### src/rtl/alsu_req_arbiter.sv
// rtl/alsu_req_arbiter.sv - round-robin arbiter sharing one ALSU among several requesters
//
// Purpose:
//   Grants one requester per cycle (round-robin, with an optional lock for
//   back-to-back shift/rotate chains), drives the registered ALSU command,
//   tracks in-flight ops in a tag pipeline and returns each result with its
//   requester id and invalid-op flag through a credit-limited FWFT FIFO.
// Ports:
//   clk, rst                      clock, synchronous active-high reset
//   req_valid/req_lock/req_cmd    per-requester request, lock and 16-bit command
//   req_ready                     one-hot combinational accept
//   alsu_rst                      reset pass-through to the ALSU
//   alsu_opcode .. alsu_direction registered command fields to the ALSU
//   alsu_out                      ALSU result
//   rsp_valid/rsp_ready           response FIFO head handshake
//   rsp_id/rsp_data/rsp_err       head requester index, captured result, invalid flag
module alsu_req_arbiter #(
  parameter int NUM_REQ   = 4,
  parameter int ALSU_LAT  = 2,
  parameter int RSP_DEPTH = 4
) (
  input  logic                       clk,
  input  logic                       rst,
  input  logic [NUM_REQ-1:0]         req_valid,
  input  logic [NUM_REQ-1:0]         req_lock,
  input  logic [16*NUM_REQ-1:0]      req_cmd,
  output logic [NUM_REQ-1:0]         req_ready,
  output logic                       alsu_rst,
  output logic [2:0]                 alsu_opcode,
  output logic [2:0]                 alsu_a,
  output logic [2:0]                 alsu_b,
  output logic                       alsu_cin,
  output logic                       alsu_serial_in,
  output logic                       alsu_red_op_a,
  output logic                       alsu_red_op_b,
  output logic                       alsu_bypass_a,
  output logic                       alsu_bypass_b,
  output logic                       alsu_direction,
  input  logic [5:0]                 alsu_out,
  output logic                       rsp_valid,
  input  logic                       rsp_ready,
  output logic [$clog2(NUM_REQ)-1:0] rsp_id,
  output logic [5:0]                 rsp_data,
  output logic                       rsp_err
);

  localparam int IDW = $clog2(NUM_REQ);
  localparam int AW  = $clog2(RSP_DEPTH);
  localparam int CW  = AW + 1;
  localparam int OW  = CW + 1;
  localparam int EW  = 7 + IDW;

  logic [IDW-1:0]                rr_q;
  logic                          lock_valid_q;
  logic [IDW-1:0]                lock_id_q;
  logic [15:0]                   cmd_q;
  logic [ALSU_LAT:0]             tag_valid_q;
  logic [ALSU_LAT:0][IDW-1:0]    tag_id_q;
  logic [ALSU_LAT:0]             tag_err_q;
  logic [RSP_DEPTH-1:0][EW-1:0]  mem;
  logic [AW-1:0]                 wr_ptr;
  logic [AW-1:0]                 rd_ptr;
  logic [CW-1:0]                 count;

  logic           grant_any;
  logic [IDW-1:0] grant_idx;
  logic [15:0]    sel_cmd;
  logic           sel_err;
  logic [OW-1:0]  occ;
  logic           credit_ok;
  logic           hs;
  logic           push;
  logic           pop;
  logic [EW-1:0]  head;

  assign alsu_rst = rst;
  assign {alsu_opcode, alsu_a, alsu_b, alsu_cin, alsu_serial_in, alsu_red_op_a,
          alsu_red_op_b, alsu_bypass_a, alsu_bypass_b, alsu_direction} = cmd_q;

  assign push = tag_valid_q[ALSU_LAT];
  assign pop  = rsp_valid & rsp_ready;

  // Every slot is reserved at grant time: ops still in the tag pipe count
  // against the FIFO so a push can never find it full.
  always_comb begin
    occ = OW'(count);
    for (int k = 0; k <= ALSU_LAT; k++) begin
      occ = occ + OW'(tag_valid_q[k]);
    end
  end

  // A pop this cycle frees a slot for a grant this cycle.
  assign credit_ok = pop | (occ < OW'(RSP_DEPTH));

  always_comb begin
    int c;
    c         = 0;
    grant_any = 1'b0;
    grant_idx = '0;
    if (lock_valid_q && req_valid[lock_id_q]) begin
      grant_any = 1'b1;
      grant_idx = lock_id_q;
    end else begin
      for (int k = 1; k <= NUM_REQ; k++) begin
        c = int'(rr_q) + k;
        if (c >= NUM_REQ) c = c - NUM_REQ;
        if (!grant_any && req_valid[c]) begin
          grant_any = 1'b1;
          grant_idx = IDW'(c);
        end
      end
    end
  end

  assign hs = grant_any & credit_ok & ~rst;

  always_comb begin
    req_ready = '0;
    if (hs) req_ready[grant_idx] = 1'b1;
  end

  always_comb begin
    sel_cmd = '0;
    for (int k = 0; k < NUM_REQ; k++) begin
      if (grant_idx == IDW'(k)) sel_cmd = req_cmd[16*k +: 16];
    end
  end

  // Bypass wins over everything; otherwise opcodes 6/7 and reductions on
  // arithmetic/shift opcodes make the ALSU force its output to zero.
  assign sel_err = ~sel_cmd[2] & ~sel_cmd[1] &
                   ((sel_cmd[15:13] >= 3'd6) |
                    ((sel_cmd[15:13] >= 3'd2) & (sel_cmd[4] | sel_cmd[3])));

  always_ff @(posedge clk) begin
    if (rst) begin
      rr_q         <= IDW'(NUM_REQ - 1);
      lock_valid_q <= 1'b0;
      lock_id_q    <= '0;
      cmd_q        <= '0;
      tag_valid_q  <= '0;
      tag_id_q     <= '0;
      tag_err_q    <= '0;
      wr_ptr       <= '0;
      rd_ptr       <= '0;
      count        <= '0;
    end else begin
      // Idle cycles drive an all-zero command so the ALSU settles to 0.
      cmd_q       <= hs ? sel_cmd : 16'h0;
      tag_valid_q <= {tag_valid_q[ALSU_LAT-1:0], hs};
      tag_id_q    <= {tag_id_q[ALSU_LAT-1:0], grant_idx};
      tag_err_q   <= {tag_err_q[ALSU_LAT-1:0], sel_err};
      if (hs) begin
        rr_q         <= grant_idx;
        lock_valid_q <= req_lock[grant_idx];
        lock_id_q    <= grant_idx;
      end else if (lock_valid_q && !req_valid[lock_id_q]) begin
        lock_valid_q <= 1'b0;
      end
      if (push) wr_ptr <= wr_ptr + 1'b1;
      if (pop)  rd_ptr <= rd_ptr + 1'b1;
      case ({push, pop})
        2'b10:   count <= count + 1'b1;
        2'b01:   count <= count - 1'b1;
        default: count <= count;
      endcase
    end
  end

  always_ff @(posedge clk) begin
    if (push) mem[wr_ptr] <= {tag_err_q[ALSU_LAT], tag_id_q[ALSU_LAT], alsu_out};
  end

  assign head      = mem[rd_ptr];
  assign rsp_valid = (count != '0);
  assign rsp_data  = rsp_valid ? head[5:0] : 6'h0;
  assign rsp_id    = rsp_valid ? head[IDW+5:6] : '0;
  assign rsp_err   = rsp_valid & head[EW-1];

  no_fifo_overflow: assert property (@(posedge clk) disable iff (rst)
    !(push && !pop && count == CW'(RSP_DEPTH)));

endmodule

### config.mk
export PLATFORM = sky130hd
export DESIGN_NAME = alsu_req_arbiter
export DESIGN_NICKNAME = d
export VERILOG_FILES = /design/src/rtl/alsu_req_arbiter.sv
export SDC_FILE = /design/constraint.sdc
export NUM_CORES = 1
export LEC_CHECK = 0
export ABC_AREA = 1
export ABC_CLOCK_PERIOD_IN_PS = 2560
export CAP_MARGIN = 20
export CORE_MARGIN = 4
export CORE_UTILIZATION = 44
export CTS_BUF_LIST = sky130_fd_sc_hd__clkbuf_8
export DETAILED_ROUTE_END_ITERATION = 10
export PLACE_DENSITY = 0.78
export SLEW_MARGIN = 20
export SYNTH_ARGS = -nofsm -noshare
export SYNTH_HDL_FRONTEND = slang
export SYNTH_SLANG_ARGS = --single-unit
### constraint.sdc
create_clock -name clk -period 2.56 [get_ports clk]
set_clock_uncertainty 0.2 [all_clocks]
set_input_delay 0.256 -clock clk [delete_from_list [all_inputs] [get_ports clk]]
set_output_delay 0.256 -clock clk [all_outputs]
set_load 0.1 [all_outputs]
==> summary.txt <==
Floorplanning
  • # rows: 33
  • Initial Util: 0.453
  • Chip height: 100 um
  • # IOs: around 110
  • Core area: 0.00826 sq mm
  • Die ar.: roughly 0.01 sq mm
  • Die Wd: 100 um

Yosys
  • Synth warnings: 0
  • Post-synth ARST share: 0
  • Top cells by count, synth: nand2_1, nor2_1, inv_1, dfxtp_1, edfxtp_1
  • Seq/Total Area, Yosys: 0.503
  • Mapped Cells: 460
  • Post-synth EDFFs: 36
  • Ys flop type: dfxtp_1
  • Synth top area share: 0.289
  • Synth area leader: edfxtp_1
  • Yosys reg bits: 76
  • Count of unique library cells instantiated by Yosys: 32
  • Mean Syn Cell Area: 8.13 sq um
  • Area of the mapped netlist: 0.00374 sq mm
  • Synth area leaders: edfxtp_1, dfxtp_1, nand2_1
  • Syn nets: 549
  • Count leader, synth: nand2_1

Final layout
  • Nets: 689
  • Layout cells sized above 1: 0.233
  • N_diodes: 0
  • Layout Area Growth over Synthesis: 49.8%
  • Final Util: 0.679

Setup path
  • CP Buf/Inv Count: 4
  • Crit end category: primary output
  • Crit Path Max Fanout: 4
  • CP Launch Type: flop
  • CP arrival: 2.59 ns
  • CP required: 2.10 ns
  • Slowest Stage Delay on Critical Path: 0.37 ns
  • Critical path class: flop to primary output
  • CP cell instances: inv_2 > fa_2 > inv_2 > ha_4 > nor3b_2 > or3_1 > a21oi_2 > nand2_2 > buf_12 > nor3_4 > buf_12
  • Critical path's slowest cell: fa_2
  • CP delay by family, top: simple AND/OR/NAND/NOR gates

Clocking
  • CTS clock-pin slew for the worst setup and hold paths: 0.09 ns
  • TritonCTS clock tree: done
  • Num CTS Buffers: 9
  • Later-pin clock latency in the skew report: 0.35 ns
  • Count of hold-fix buffers inserted at cts: 0
  • Clk sinks: 76
  • CTS root buf: clkbuf_8
  • Longest Clk Path Bufs: 2
  • H-tree lvl count: 3

GRT
  • Gr usage total: 0.194
  • First-pass GRT wire length: 15.3 mm
  • Total global routing overflow: 0
  • Initial antenna violation count: 0
  • Vias in the first global route: roughly 3500
  • Largest net degree at the start of global routing: 20

Drt
  • Via-to-Cell Ratio: 4.90
  • Drt pass-1 iters: 4
  • Via count: 3478
  • DRT iter0 DRCs: 104
  • Post-route ant nets: 0
  • DR WL/cell: 13.6 um
  • Final wirelength: 9.65 mm
  • Drt drc: 0

Placement
  • IO Port Bufs: 111
  • Detailed Place HPWL: 7.51 mm
  • Placer Congestion: 0.863

Timing
  • Min cycle time layout: just over 3 ns
  • Final worst slack: -0.487 ns
  • Setup violators final: 4
  • Tcrit/Tclk final: 1.19
  • Final Max Slew Viols: 0
  • Slew headroom: 0.689
  • Slew @ Worst Pin: 0.465 ns
  • RSZ-0062 raised after global routing: true
  • FMAX: 0.328 GHz
  • Final hold viol count: 0

Run status
  • Status: finished with violations
  • Failing checks: negative setup slack

Run
  • Max-Cap Viols: 0

Min path
  • Worst Hold Class: flop to flop
routing by layer:
layer	up-vias	track usage	part of all wire
met3	14	0.0681	0.086
li1	1753	-	-
met4	0	0.0705	0.015
met2	126	0.334	0.50
met1	1585	0.223	0.40
met5	-	0	0
registers in the layout, indices dropped and copies added (netlist names):
signal	count
cmd_q	16
count	3
lock_id_q	2
lock_valid_q	1
mem	36
rd_ptr	2
rr_q	2
tag_err_q	3
tag_id_q	6
tag_valid_q	3
wr_ptr	2
area by class of cell:
type	count	area [sq um]
clock buffers	9	124
clock inverters	7	66.3
fillers	641	2650
inverters	60	233
multi-input cells	307	1640
flip-flops and latches	76	1890
well taps	105	131
repair buffers	146	1520
worst register-to-register path, cell delays in order (launching register included):
cell	delay, ns
dfxtp_2	0.33
inv_2	0.04
fa_2	0.37
inv_2	0.07
ha_4	0.18
nor3b_2	0.14
or3_1	0.33
a21oi_2	0.14
nand2_2	0.10
inv_2	0.09
buf_8	0.11
nand3_1	0.07
a21oi_1	0.12
a21oi_1	0.07
cells in the final DEF, fill, tap and decap left out, types with 2 or more instances in the layout:
cell type	n
buf_12	17
edfxtp_1	36
inv_1	51
nor2_4	6
ha_1	5
clkinvlp_4	2
buf_6	2
inv_8	4
a21oi_2	10
dfxtp_2	5
nand4_1	15
clkdlybuf4s50_1	79
dfxtp_1	35
nand2_2	11
nand3_1	19
o21ai_0	31
buf_4	45
nand2_4	8
or2_0	2
a21oi_1	15
nand2_1	108
clkbuf_8	9
nor2_1	62
nor2_2	2
inv_2	8
per-stage QoR:
stage               hold WS [ns]  worst slack [ns]  cells  area [sq um]  TNS (ns)
floorplan                  0.125            -0.461    460          3820     -4.49
global placement           0.190           -0.0821    688          5310    -0.553
detailed placement         0.196            -0.102    688          5310    -0.909
CTS                        0.204            -0.450    706          5520     -1.67
global route               0.224            -0.620    710          5600     -2.25
finish                     0.204            -0.487    710          5600     -1.64
cell families after synthesis:
group,after synthesis,synth area share
AND/OR/NAND/NOR,239,0.294
buffers and inverters,77,0.0900
flip-flops,76,0.503
AO/OA/AOI/OAI,60,0.0826
adder cells (fa/ha/maj),8,0.0308
timing repair:
action / CTS / global route
gates resized for setup: 4 / 15
setup buffers: 2 / 4
pin swaps: 1 / 5
cloned: 0 / 1
setup endpoints to repair: 5 / 13
path summary, 6_finish.rpt:
check                             from  slack, ns  cells past startpoint                         to
max          tag_valid_q[0]$_SDFF_PP0_      -0.49                     11               req_ready[0]
min             tag_id_q[2]$_SDFF_PP0_       0.20                      2     tag_id_q[4]$_SDFF_PP0_
max reg2reg  tag_valid_q[0]$_SDFF_PP0_       0.10                     13  lock_valid_q$_SDFFE_PP0P_
min reg2reg     tag_id_q[2]$_SDFF_PP0_       0.20                      2     tag_id_q[4]$_SDFF_PP0_
Power is left out: the tool's default activity adds up to more than one toggle a clock period on the data nets, which glitch-free logic cannot reach.
